File: src/rtl/alu_pkg.sv
// Shared arithmetic-unit definitions: opcode encodings and the multicycle adder FSM states.
package alu_pkg;

  localparam logic ALU_OP_ADD = 1'b0;
  localparam logic ALU_OP_SUB = 1'b1;

  typedef enum logic [1:0] {
    ST_IDLE = 2'd0,
    ST_BUSY = 2'd1,
    ST_DONE = 2'd2
  } addsub_state_t;

endpackage

File: src/rtl/chunk_adder.sv
// CHUNK-bit combinational ripple adder built from full_adder cells; also exposes the
// carry into the top bit so the caller can derive signed overflow.
module chunk_adder #(
  parameter int unsigned CHUNK = 8
) (
  input  logic [CHUNK-1:0] a,
  input  logic [CHUNK-1:0] b,
  input  logic             cin,
  output logic [CHUNK-1:0] sum,
  output logic             cout,
  output logic             c_msb_in
);

  logic [CHUNK:0] w_c;

  assign w_c[0] = cin;

  for (genvar i = 0; i < CHUNK; i++) begin : g_fa
    full_adder u_fa (
      .a    (a[i]),
      .b    (b[i]),
      .cin  (w_c[i]),
      .sum  (sum[i]),
      .cout (w_c[i+1])
    );
  end

  assign cout     = w_c[CHUNK];
  assign c_msb_in = w_c[CHUNK-1];

endmodule

File: src/rtl/full_adder.sv
// Single-bit full adder cell used by the ripple slices.
module full_adder (
  input  logic a,
  input  logic b,
  input  logic cin,
  output logic sum,
  output logic cout
);

  assign sum  = a ^ b ^ cin;
  assign cout = (a & b) | (cin & (a ^ b));

endmodule

File: src/rtl/adder_sub_multicycle.sv
// Multicycle two's-complement adder/subtractor: one shared CHUNK-bit ripple slice walks
// the operands LSB-first, carrying between cycles, and produces NZCV on the last slice.
module adder_sub_multicycle
  import alu_pkg::*;
#(
  parameter int unsigned WIDTH = 32,
  parameter int unsigned CHUNK = 8
) (
  input  logic             clk,
  input  logic             rst_n,
  input  logic             in_valid,
  output logic             in_ready,
  input  logic             op_sub,
  input  logic [WIDTH-1:0] a,
  input  logic [WIDTH-1:0] b,
  output logic             out_valid,
  input  logic             out_ready,
  output logic [WIDTH-1:0] result,
  output logic             flag_n,
  output logic             flag_z,
  output logic             flag_c,
  output logic             flag_v
);

  localparam int unsigned NCHUNK = WIDTH / CHUNK;
  localparam int unsigned CW     = (NCHUNK > 1) ? $clog2(NCHUNK) : 1;
  localparam logic [CW-1:0] K_LAST = CW'(NCHUNK - 1);

  addsub_state_t r_state;
  addsub_state_t w_next;

  logic [WIDTH-1:0] r_a;
  logic [WIDTH-1:0] r_b;
  logic [WIDTH-1:0] r_result;
  logic             r_carry;
  logic [CW-1:0]    r_k;
  logic             r_n, r_z, r_c, r_v;

  logic [CHUNK-1:0] w_sum;
  logic             w_cout;
  logic             w_cmsb;
  logic             w_last;
  logic [WIDTH-1:0] w_result_next;

  chunk_adder #(.CHUNK(CHUNK)) u_slice (
    .a        (r_a[CHUNK-1:0]),
    .b        (r_b[CHUNK-1:0]),
    .cin      (r_carry),
    .sum      (w_sum),
    .cout     (w_cout),
    .c_msb_in (w_cmsb)
  );

  // Result fills from the top: after NCHUNK shifts slice 0 has landed in the LSBs.
  assign w_last        = (r_k == K_LAST);
  assign w_result_next = (r_result >> CHUNK) | (WIDTH'(w_sum) << (WIDTH - CHUNK));

  always_ff @(posedge clk or negedge rst_n) begin
    if (!rst_n) begin
      r_state <= ST_IDLE;
    end else begin
      r_state <= w_next;
    end
  end

  always_comb begin
    w_next = r_state;
    case (r_state)
      ST_IDLE: if (in_valid)  w_next = ST_BUSY;
      ST_BUSY: if (w_last)    w_next = ST_DONE;
      ST_DONE: if (out_ready) w_next = ST_IDLE;
      default:                w_next = ST_IDLE;
    endcase
  end

  always_comb begin
    in_ready  = (r_state == ST_IDLE);
    out_valid = (r_state == ST_DONE);
  end

  always_ff @(posedge clk or negedge rst_n) begin
    if (!rst_n) begin
      r_a      <= '0;
      r_b      <= '0;
      r_result <= '0;
      r_carry  <= 1'b0;
      r_k      <= '0;
      r_n      <= 1'b0;
      r_z      <= 1'b0;
      r_c      <= 1'b0;
      r_v      <= 1'b0;
    end else begin
      case (r_state)
        ST_IDLE: begin
          if (in_valid) begin
            // Subtraction as a + ~b + 1: the +1 rides in on the initial carry.
            r_a     <= a;
            r_b     <= (op_sub == ALU_OP_SUB) ? ~b : b;
            r_carry <= op_sub;
            r_k     <= '0;
          end
        end
        ST_BUSY: begin
          r_a      <= r_a >> CHUNK;
          r_b      <= r_b >> CHUNK;
          r_result <= w_result_next;
          r_carry  <= w_cout;
          r_k      <= r_k + 1'b1;
          if (w_last) begin
            r_n <= w_sum[CHUNK-1];
            r_z <= (w_result_next == '0);
            r_c <= w_cout;
            r_v <= w_cmsb ^ w_cout;
          end
        end
        default: ;
      endcase
    end
  end

  assign result = r_result;
  assign flag_n = r_n;
  assign flag_z = r_z;
  assign flag_c = r_c;
  assign flag_v = r_v;

endmodule

File: config.mk
export PLATFORM = sky130hd
export DESIGN_NAME = adder_sub_multicycle
export DESIGN_NICKNAME = d
export VERILOG_FILES = /design/src/rtl/alu_pkg.sv /design/src/rtl/chunk_adder.sv /design/src/rtl/full_adder.sv /design/src/rtl/adder_sub_multicycle.sv
export SDC_FILE = /design/constraint.sdc
export NUM_CORES = 1
export LEC_CHECK = 0
export ABC_AREA = 1
export CAP_MARGIN = 10
export CORE_MARGIN = 10
export CORE_UTILIZATION = 30
export DETAILED_ROUTE_END_ITERATION = 12
export PLACE_DENSITY = 0.5
export RECOVER_POWER = 25
export SLEW_MARGIN = 20
export SYNTH_ARGS = -nofsm -noshare
export SYNTH_HDL_FRONTEND = slang
export SYNTH_SLANG_ARGS = --single-unit
File: constraint.sdc
create_clock -name clk -period 12.8 [get_ports clk]
set_input_delay 3.84 -clock clk [delete_from_list [all_inputs] [get_ports clk]]
set_output_delay 3.84 -clock clk [all_outputs]
set_load 0.02 [all_outputs]
# Word-level counts from Yosys, hierarchy flattened

Index checks and enable logic that the tools add are counted.

Word-level logic and storage cells: 79
Memory bits (writable): 0
ROM bits: 0
Memories kept: 0
Bits in registers: 105
Bits in latches: 0
Input port bits: 69
Output and inout bits: 38

Bitwise gates (word level): 43
Mux-type cells: 13
$lt $le $gt $ge: 0
$mul: 0
$add $sub $neg: 1
Shifts and indexed selects: 0
Equality and inequality tests: 6
Divide/modulo/power cells: 0
Reductions and logical operators: 6

Operators with widths:

| operator                                               | count |
|---|---|
| case mux 32 bit (2 select lines)                       | 2 |
| 2-to-1 mux 32 bit                                      | 3 |
| logical NOT 32 bit                                     | 1 |
| NOT 32 bit                                             | 1 |
| OR 24 x 32 -> 32 bit                                   | 1 |
| bitwise XOR 1 bit                                      | 17 |
| bitwise AND 1 bit                                      | 16 |
| 2-to-1 mux 2 bit                                       | 4 |
| OR 1 bit                                               | 8 |
| case mux 2 bit (3 select lines)                        | 1 |
| == test 2 bit (second input constant)                  | 2 |
| inequality test 2 bit (second input constant)          | 2 |
| case mux 2 bit (2 select lines)                        | 1 |
| AND reduction 2 bit                                    | 2 |
| AND reduction 3 bit                                    | 1 |
| adder 2 x 1 -> 2 bit (second input constant)           | 1 |
| == test 2 x 1 -> 1 bit (second input constant)         | 1 |
| logical NOT 2 bit                                      | 1 |
| inequality test 2 x 1 -> 1 bit (second input constant) | 1 |
| case mux 1 bit (2 select lines)                        | 1 |
| nonzero test 2 bit                                     | 1 |
| 2-to-1 mux 1 bit                                       | 1 |

# Longest topological paths before layout

Word-level depth: 18
Gate-level depth with buffers: 17
Gate-level depth less buffers: 17

# Cells and area by module

A second synthesis with hierarchy kept.

Cell total of the unflattened synthesis: 498
Area total of the unflattened synthesis: 4,810.9 um^2

By module, submodules not included:

| module               | area an instance (um^2) | seq. area each (um^2) | cells an instance | times used |
|---|---|---|---|---|
| adder_sub_multicycle | 4,650.7                 | 2,627.5               | 490               | 1 |
| full_adder           | 20.0                    | 0.0                   | 1                 | 8 |

# Worst setup path after synthesis

No wires, ideal clock.

Kind: input to register
Start: input port in_valid
End: register r_carry
Library setup time: 0.120 ns
Slack: 8.112 ns
Buffers on the path: 3
Required time: 12.680 ns
Arrival: 4.568 ns
Cell stages on the path: 6
Cells stage by stage: buf_2 nand2_1 nand2_2 buf_6 buf_6 o211a_1

Longest elaborated chain between the ends: 2

RTL lines:

| element                         | RTL line                    | text |
|---|---|---|
| start: declaration              | adder_sub_multicycle.sv:11  | `input logic in_valid,` |
| inequality test 2 bit (no line) | n/a                         |  |
| AND reduction 2 bit (no line)   | n/a                         |  |
| end signal: assignment          | adder_sub_multicycle.sv:99  | `r_carry <= op_sub;` |
| end signal: assignment          | adder_sub_multicycle.sv:107 | `r_carry <= w_cout;` |
| end: declaration                | adder_sub_multicycle.sv:35  | `logic r_carry;` |

No other way between the ends.
A chain may end at the register's enable or synchronous reset.

# Final worst setup path

Start: input port in_valid
End: register r_k[1]

Longest elaborated chain between the ends: 2

RTL lines:

| element                         | RTL line                    | text |
|---|---|---|
| inequality test 2 bit (no line) | n/a                         |  |
| AND reduction 2 bit (no line)   | n/a                         |  |
| end signal: assignment          | adder_sub_multicycle.sv:108 | `r_k <= r_k + 1'b1;` |
| end: declaration                | adder_sub_multicycle.sv:36  | `logic [CW-1:0] r_k;` |

No other way between the ends.

==> run metrics <==
failing checks max-capacitance violations, max-slew violations; HPWL after DPL 9250 µm; largest net degree at the start of global routing 85; count leader, synth nand2_1; die width 149 µm; Worst Max-Slew Pin Slew 2.63 ns; Peak Freq 162 MHz; Slew HR -75.0%; synthesized flop and latch total 105; Layout area overhead 29.4%; clock root buffer clkbuf_16; Hold Crit Endpoint r_a[31]$_DFFE_PN0P_; CTS tree built; worst r2r src r_state[0]$_DFFE_PN0P_; initial antenna violation count 0; I/O pin count 107; Hold Buf Count CTS 0; post-synthesis mux area share 0%; antenna viol nets, final 0; post-synthesis sequential area ratio 52.4%; Syn Nets 662; leading cell types by total area after synthesis dfrtp_1 52%, nand2_1 13%, o21ai_0 6.7%; final number of max-transition violations 67; critical path endpoint category flip-flop; WL per Instance 14.5 µm; Core Box Area 0.0165 mm²; post-place setup slack 6.24 ns; outcome finished, violations left; final hold violations 0; Setup TNS Final 0 ns; global-route wire length before repair 21,500 µm; Final Util 39.4%; H-tree depth 3; Max Cap Viol 1; # port buffers 106; drt pass-1 iters 4; hold_sp r_a[31]$_DFFE_PN0P_; crit path DAT 6.39 ns; DP Area 0.00616 mm²; post-route non-filler standard cell count 893; Most used DFF post-synth dfrtp_1; leak pwr 2.86 nW; Worst-path clk slew 0.07 ns; Max IR drop VDD 0.000118 V; final worst-path cycle share 48.1%; Starting Density 30.4%; Synth Area per Inst 8.58 µm²; Diodes inserted 0; CP Cell Sequence clkdlybuf4s50_1 > nand2_1 > nand2_2 > inv_2 > a22o_1; Hold Path Cell Cnt 2; FP Rows 47; Period minus WS final 6.15 ns; crit path buf inv count 2; reg2reg end r_a[7]$_DFFE_PN0P_; Die Ht 149 µm; Adder-Cell Fraction of Synth Area 3.45%; hold crit path type flip-flop to flip-flop; Final #Nets 746; Post-CTS Repair Setup Buffers 0; CTS Buffer Depth 2; drt total wl 13,000 µm; clock sink total 105; RSZ-0062 raised after global routing false; R2R depth 5; critical-path maximum fanout 61; post-DR vias/cell 4.53; Async SR Flop Fraction 100%; die area 0.0223 mm²; Finish-stage setup viols 0; largest stage delay on the critical path 0.70 ns; drc violations 0; cell with the largest stage delay on the worst path nand2_2; final worst slack 6.65 ns; Syn Inst Count 584; Worst R2R Setup Slack 8.04 ns; largest family of logic cells by synthesized area simple AND/OR/NAND/NOR gates; 1st-iter DRT viols 235; vias in the first global route 4,202; routed vias 4,049; Skew-Pair Late Insertion Delay 0.34 ns; PwrDens 258 mW/mm²; Post-synth top cells 175 x nand2_1, 105 x dfrtp_1, 67 x o21ai_0; crit-path leading delay family buffers and inverters; Layout Skew 0.00999 ns; grt total ovfl 0; Setup CP Type input pin to flip-flop; number of distinct library cells after synthesis 29; post-synth top area share 52.4%; synthesized cell area 0.00501 mm²; design area 0.00648 mm²; EDFF count, synth 0; All-Layer GR Usage 11.8%; Post-CTS Resized 0; Post-Synth Simple-Gate Area 22.9%; CP Launch Type input pin; Inst Count DP 877; layout cells sized above 1 5.05%; WP data required 13.03 ns; leading area contributor after synthesis dfrtp_1; synth warn 0; Synth Area in XOR/XNOR 1.57%; Synth Area in Compound Gates 13.3%; Placer Congestion 0.760; cts bufs inserted 9
[final cells by class]
cell class              instances  area, µm²
fillers                      1715       9980
flip-flops and latches        105       2630
multi-input cells             413       2060
repair buffers                109       1080
well taps                     220        275
clock buffers                  10        239
inverters                      30        113
clock inverters                 6       90.1
[worst reg2reg max path, delay by kind of cell (launching register included)]
kind            cells  cell delay, ns
compound gates      1            0.13
buf+inv             2            3.44
flops               1            0.45
simple gates        2            0.60
[sequential cells by signal, summed over array words and instances (netlist names)]
name / flops
flag_c: 1
flag_n: 1
flag_v: 1
flag_z: 1
r_a: 32
r_b: 32
r_carry: 1
r_k: 2
r_state: 2
result: 32
[worst max-delay path by stage]
stage          startpoint                  end  slack, ns  cells after the start
6_report         in_valid   r_k[1]$_DFFE_PN0P_       6.65                      5
4_1_cts          in_valid   r_k[1]$_DFFE_PN0P_       6.62                      5
3_5_place_dp     in_valid   r_k[1]$_DFFE_PN0P_       6.24                      5
3_3_place_gp     in_valid   r_k[1]$_DFFE_PN0P_       6.34                      5
5_1_grt          in_valid  r_a[23]$_DFFE_PN0P_       6.36                      6
2_1_floorplan    in_valid  r_carry$_DFFE_PN0P_       8.11                      6
[stage by stage]
step                power [W]  hold WS (ns)
global placement      0.00137         0.454
finish                0.00167         0.473
global route          0.00183         0.500
floorplan             0.00113         0.437
detailed placement    0.00139         0.456
CTS                   0.00170         0.475
[cells by family after synthesis]
logic type | after synthesis
AO/OA/AOI/OAI | 118
buffers and inverters | 66
AND/OR/NAND/NOR | 277
adder cells (fa/ha/maj) | 9
XOR/XNOR | 9
flip-flops | 105
[layer usage]
layer,up-vias,GRT usage (%),part of all wire [%]
li1,2067,-,-
met1,1880,15.7,48
met2,97,18.3,45
met3,5,4.10,6.4
met4,0,2.06,0.63
met5,-,0,0
[placed cells by master, fill, tap and decap left out]
cell type / n
clkbuf_8: 1
clkbuf_16: 9
buf_6: 1
dlygate4sd3_1: 1
or2_1: 6
or2_2: 12
dfrtp_1: 105
clkinv_2: 1
inv_6: 1
nand2_1: 176
nor3_1: 1
xor2_1: 1
xnor2_1: 8
o211a_1: 1
nor2_2: 1
o22ai_1: 2
nand2_2: 1
or2_0: 4
a22o_1: 1
a21oi_1: 1
clkinv_4: 1
clkdlybuf4s50_1: 104
nand4_1: 1
ha_1: 1
o31ai_1: 1
fa_1: 8
o211ai_1: 24
o21ai_0: 67
buf_4: 1
inv_2: 2
inv_1: 28
nor2_1: 40
clkbuf_1: 2
bufinv_16: 2
nand3_1: 35
o21ai_1: 21
clkinvlp_4: 1
[power by group]
group          switching, W  internal, W
clock network      0.000123     0.000177
logic              0.000472     0.000310
registers          0.000102     0.000489
total              0.000697     0.000977
No activity file was read; power rests on OpenSTA's default activity.
